[config.mk]
export PLATFORM = sky130hd
export DESIGN_NAME = stream_mux_n
export DESIGN_NICKNAME = d
export VERILOG_FILES = /design/src/rtl/stream_mux_pkg.sv /design/src/rtl/stream_mux_n_rr_arbiter.sv /design/src/rtl/stream_mux_n.sv
export SDC_FILE = /design/constraint.sdc
export NUM_CORES = 1
export LEC_CHECK = 0
export BUFFER_PORTS_ARGS = -buffer_cell sky130_fd_sc_hd__buf_2
export CAP_MARGIN = 25
export CELL_PAD_IN_SITES_DETAIL_PLACEMENT = 0
export CELL_PAD_IN_SITES_GLOBAL_PLACEMENT = 1
export CORE_AREA = 8 8 80 61
export DETAILED_ROUTE_END_ITERATION = 16
export DIE_AREA = 0 0 88 69
export PLACE_DENSITY = 0.76
export REMOVE_ABC_BUFFERS = 1
export SYNTH_ARGS = -nofsm -noshare
export SYNTH_HDL_FRONTEND = slang
export SYNTH_SLANG_ARGS = --single-unit
[constraint.sdc]
create_clock -name clk -period 1.65 [get_ports clk]
set_input_delay 0.165 -clock clk [delete_from_list [all_inputs] [get_ports clk]]
set_output_delay 0.165 -clock clk [all_outputs]
set_load 0.01 [all_outputs]
[src/rtl/stream_mux_pkg.sv]
// stream_mux_pkg: shared mode encodings and channel-index width helper
package stream_mux_pkg;
  localparam logic MODE_SEL = 1'b0;
  localparam logic MODE_RR  = 1'b1;
  function automatic int selw(input int channels);
    return ($clog2(channels) > 1) ? $clog2(channels) : 1;
  endfunction
endpackage

[src/rtl/stream_mux_n_rr_arbiter.sv]
// rr_arbiter: rotating-priority grant search with a next-start pointer
module rr_arbiter
  import stream_mux_pkg::*;
#(
  parameter int CHANNELS = 4,
  localparam int SELW = selw(CHANNELS)
) (
  input  logic                clk,
  input  logic                rst_n,
  input  logic [CHANNELS-1:0] req,
  input  logic                advance,
  output logic                grant_valid,
  output logic [SELW-1:0]     grant
);
  logic [SELW-1:0] ptr;
  // Scan from the far end backwards so the channel nearest ptr wins.
  always_comb begin
    grant_valid = 1'b0;
    grant = '0;
    for (int i = CHANNELS - 1; i >= 0; i--)
      if (req[(int'(ptr) + i) % CHANNELS]) begin
        grant_valid = 1'b1;
        grant = SELW'((int'(ptr) + i) % CHANNELS);
      end
  end
  always_ff @(posedge clk)
    if (!rst_n) ptr <= '0;
    else if (advance) ptr <= (int'(grant) == CHANNELS - 1) ? '0 : grant + 1'b1;
endmodule

[src/rtl/stream_mux_n.sv]
// stream_mux_n: N-channel valid/ready mux with select or round-robin arbitration and a registered output
module stream_mux_n
  import stream_mux_pkg::*;
#(
  parameter int WIDTH = 8,
  parameter int CHANNELS = 4,
  localparam int SELW = selw(CHANNELS)
) (
  input  logic                      clk,
  input  logic                      rst_n,
  input  logic                      mode,
  input  logic [SELW-1:0]           sel,
  input  logic [CHANNELS*WIDTH-1:0] in_data,
  input  logic [CHANNELS-1:0]       in_valid,
  output logic [CHANNELS-1:0]       in_ready,
  output logic [WIDTH-1:0]          out_data,
  output logic [SELW-1:0]           out_chan,
  output logic                      out_valid,
  input  logic                      out_ready
);
  logic accept, sel_ok, rr_v, gv, xfer;
  logic [SELW-1:0] rr_g, g;
  rr_arbiter #(.CHANNELS(CHANNELS)) u_arb (
    .clk(clk),
    .rst_n(rst_n),
    .req(in_valid),
    .advance(xfer && mode == MODE_RR),
    .grant_valid(rr_v),
    .grant(rr_g)
  );
  assign accept = !out_valid || out_ready;
  // Shift-based lookup keeps an out-of-range sel from indexing past the vector.
  assign sel_ok = (int'(sel) < CHANNELS) && |(in_valid & (CHANNELS'(1) << sel));
  assign gv = (mode == MODE_RR) ? rr_v : sel_ok;
  assign g = (mode == MODE_RR) ? rr_g : sel;
  assign xfer = rst_n && gv && accept;
  assign in_ready = xfer ? (CHANNELS'(1) << g) : '0;
  always_ff @(posedge clk)
    if (!rst_n) begin
      out_valid <= 1'b0;
      out_data <= '0;
      out_chan <= '0;
    end else if (xfer) begin
      out_valid <= 1'b1;
      out_data <= WIDTH'(in_data >> (int'(g) * WIDTH));
      out_chan <= g;
    end else if (out_ready) out_valid <= 1'b0;
endmodule

==> results_dict.tcl <==
set metrics [dict create \
    final_core_util 0.3915 \
    postSynthCellCount 97 \
    root_buffer "clkbuf_8" \
    fin_crit_ns 1.829 \
    grt_pass1_vias 1093 \
    avgSynthCellArea_um2 8.913 \
    finalHoldViolCount 0 \
    startpoint "u_arb.ptr[1]" \
    clk_latency_ns 0.25 \
    critical_path.endpoint_type "output port" \
    vdd_drop_max_uv 249.7 \
    reg2reg_to "out_data[1]" \
    via_per_inst 4.802 \
    synth_top_cell_by_area "dfxtp_1" \
    num_vias 1018 \
    drc 0 \
    wl_um 3303 \
    grtUsageMet2 0.1667 \
    grt_usage 0.1037 \
    yosysWarnings 0 \
    drive_gt1_frac 0.5375 \
    cp.depth 6 \
    final_nets 203 \
    cp_cell_sequence "mux2i_1 -> or2_1 -> a31o_4 -> nand2b_4 -> nor2_4 -> buf_6" \
    die_w_um 88 \
    cts_tree "yes" \
    p_leak_nw 0.7126 \
    synth_edf_count 0 \
    cp_max_fo 6 \
    maxSlewHeadroom 0.7536 \
    synthTopCellsByArea "dfxtp_1 30%, mux2i_1 22%, o221ai_1 9.1%, nand3_1 5.2%, o211a_1 3.5%" \
    clockBufferDepth 2 \
    io_buffers 56 \
    rows 19 \
    hold_path.class "primary input to register" \
    skew_ns 0.001604 \
    syn_area_um2 864.6 \
    ys_ff_latch 13 \
    htreeDepth 1 \
    hpwlAfterDp_um 2485 \
    finalMaxSlewViolations 0 \
    crit_path_end "in_ready[2]" \
    start_kind "register" \
    n_antenna_cell 0 \
    dp_slack_ns -0.06804 \
    failed_checks "setup timing" \
    clkSlewWorstSetupHoldPaths_ns 0.06 \
    overflow 0 \
    antenna_found_initial 0 \
    max_cap_viol_count 0 \
    worstMarginPinSlew_ns 0.3685 \
    ctsHoldBuffers 0 \
    ys.flop_type "dfxtp_1" \
    rrSetupSlack_ns -0.09 \
    worstSetupPathType "register to output port" \
    cp_slowest_cell "dfxtp_4" \
    global_route.usage.met3 0.04024 \
    crit_path_max_incr_delay_ns 0.36 \
    post-route-period-util 1.109 \
    grt_setup_unrepaired "yes" \
    globalplace.congestion 0.8183 \
    critPathRequiredTime_ns 1.48 \
    synth_top_area_frac 0.3010 \
    r2r_start "u_arb.ptr[1]" \
    crit_family "simple AND/OR/NAND/NOR gates" \
    fin_ws_ns -0.1793 \
    setup_viol 12 \
    critPathBufInv 1 \
    run_status "finished with violations" \
    grt_max_degree 14 \
    start_util 0.2346 \
    cts_sinks 13 \
    busiest_layer "met2" \
    use_met1 0.1178 \
    yosysSeqAreaShare 0.3010 \
    core_area_mm2 0.003685 \
    drt-initial-drc-count 18 \
    synth_cell_types 29 \
    max_freq_mhz 546.7 \
    grt_pass1_wl_um 5023 \
    area_growth_pct 66.86 \
    crit_arrival_ns 1.66 \
    routedWlPerCell_um 15.58 \
    cts_made_buffers 3 \
    dieArea_mm2 0.006072 \
    cellPowerDensity_mw_per_mm2 745.6 \
    ioPinCount 57 \
    r2r_cells 7 \
    die_y_um 69 \
    drtPass1Iterations 4 \
    async_flop_share 0 \
    ant_nets 0 \
]
==> state kept, by name, summed over array words and instances (netlist names) <==
signal	flops
out_chan	2
out_data	8
out_valid	1
u_arb.ptr	2
==> metrics by stage <==
| stage | power, W | std cells | area (um^2) | TNS [ns] | hold WS (ns) |
|---|---|---|---|---|---|
| after floorplan | 0.0005507 | 92 | 829.5 | -1.980 | 0.2962 |
| after global placement | 0.0006971 | 203 | 1210 | -0.006945 | 0.4650 |
| after detailed placement | 0.0007083 | 203 | 1210 | -0.5048 | 0.4699 |
| after CTS | 0.001050 | 211 | 1354 | -1.217 | 0.2118 |
| after global routing | 0.001138 | 212 | 1443 | -1.745 | 0.2253 |
| final | 0.001076 | 212 | 1443 | -1.160 | 0.2120 |
==> per-layer routing <==
layer	vias up	wire [um]
li1	498	-
met3	4	314
met4	0	51
met1	468	1329
met5	-	0
met2	48	1607
==> placed cells by master, fill, tap and decap left out, drive strengths merged <==
master / instances
a21boi: 2
a21o: 2
a21oi: 1
a31o: 2
a31oi: 1
and2: 2
and3: 1
and4: 1
buf: 64
clkbuf: 3
clkinv: 1
dfxtp: 13
inv: 2
mux2i: 19
nand2: 8
nand2b: 3
nand3: 9
nand4: 1
nor2: 5
nor2b: 3
nor4: 1
o211a: 3
o21bai: 1
o221ai: 9
o22a: 1
o311a: 1
or2: 1
==> cell type report <==
cell class | instances | area (um^2)
Sequential cell | 13 | 264.0
Clock buffer | 3 | 41.29
Fill cell | 388 | 2242
Multi-Input combinational cell | 77 | 654.4
Timing Repair Buffer | 64 | 405.4
Clock inverter | 1 | 5.005
Tap cell | 52 | 65.06
Inverter | 2 | 7.507
==> repair_timing <==
action                     in CTS  in global routing
gates resized for setup        11                 19
setup buffers                   4                  1
setup endpoints to repair      13                 14
pin swaps                       6                  9
gates cloned                    1                  0
==> synth_stat cells (all sizes together), types with 3 or more instances <==
master / n
o211a: 3
o221ai: 9
dfxtp: 13
nand2: 8
nor2b: 3
mux2i: 19
buf: 3
nor2: 5
nand2b: 3
nand3: 9
==> power breakdown <==
| part | switching (W) | total [W] | internal, W |
|---|---|---|---|
| combinational | 0.000197 | 0.000414 | 0.000216 |
| clock | 0.000117 | 0.000284 | 0.000167 |
| sequential | 0.0000235 | 0.000378 | 0.000354 |
==> cells by family (layout without fill, tap and decap cells) <==
logic type             count (synthesis)  after routing  share of synthesized area
AO/OA/AOI/OAI                         23             23                     0.2243
buffers and inverters                  7             70                    0.04920
AND/OR/NAND/NOR                       35             35                     0.2055
multiplexers                          19             19                     0.2200
flip-flops                            13             13                     0.3010
==> worst register-to-register path, cell delays in order (launching register included) <==
cell	delay [ns]
dfxtp_4	0.36
mux2i_1	0.12
or2_1	0.27
a31o_4	0.27
buf_12	0.14
buf_12	0.14
mux2i_2	0.18
o221ai_1	0.13
==> worst min-delay path by stage <==
stage | startpoint | depth (start not counted) | to
global route | in_data[28] | 3 | out_data[4]
CTS | in_data[19] | 3 | out_data[3]
finish | in_data[28] | 3 | out_data[4]
floorplan | rst_n | 1 | u_arb.ptr[1]
detailed placement | out_data[3] | 2 | out_data[3]
global placement | in_data[0] | 3 | out_data[0]
Power figures use the tool's default switching activity.
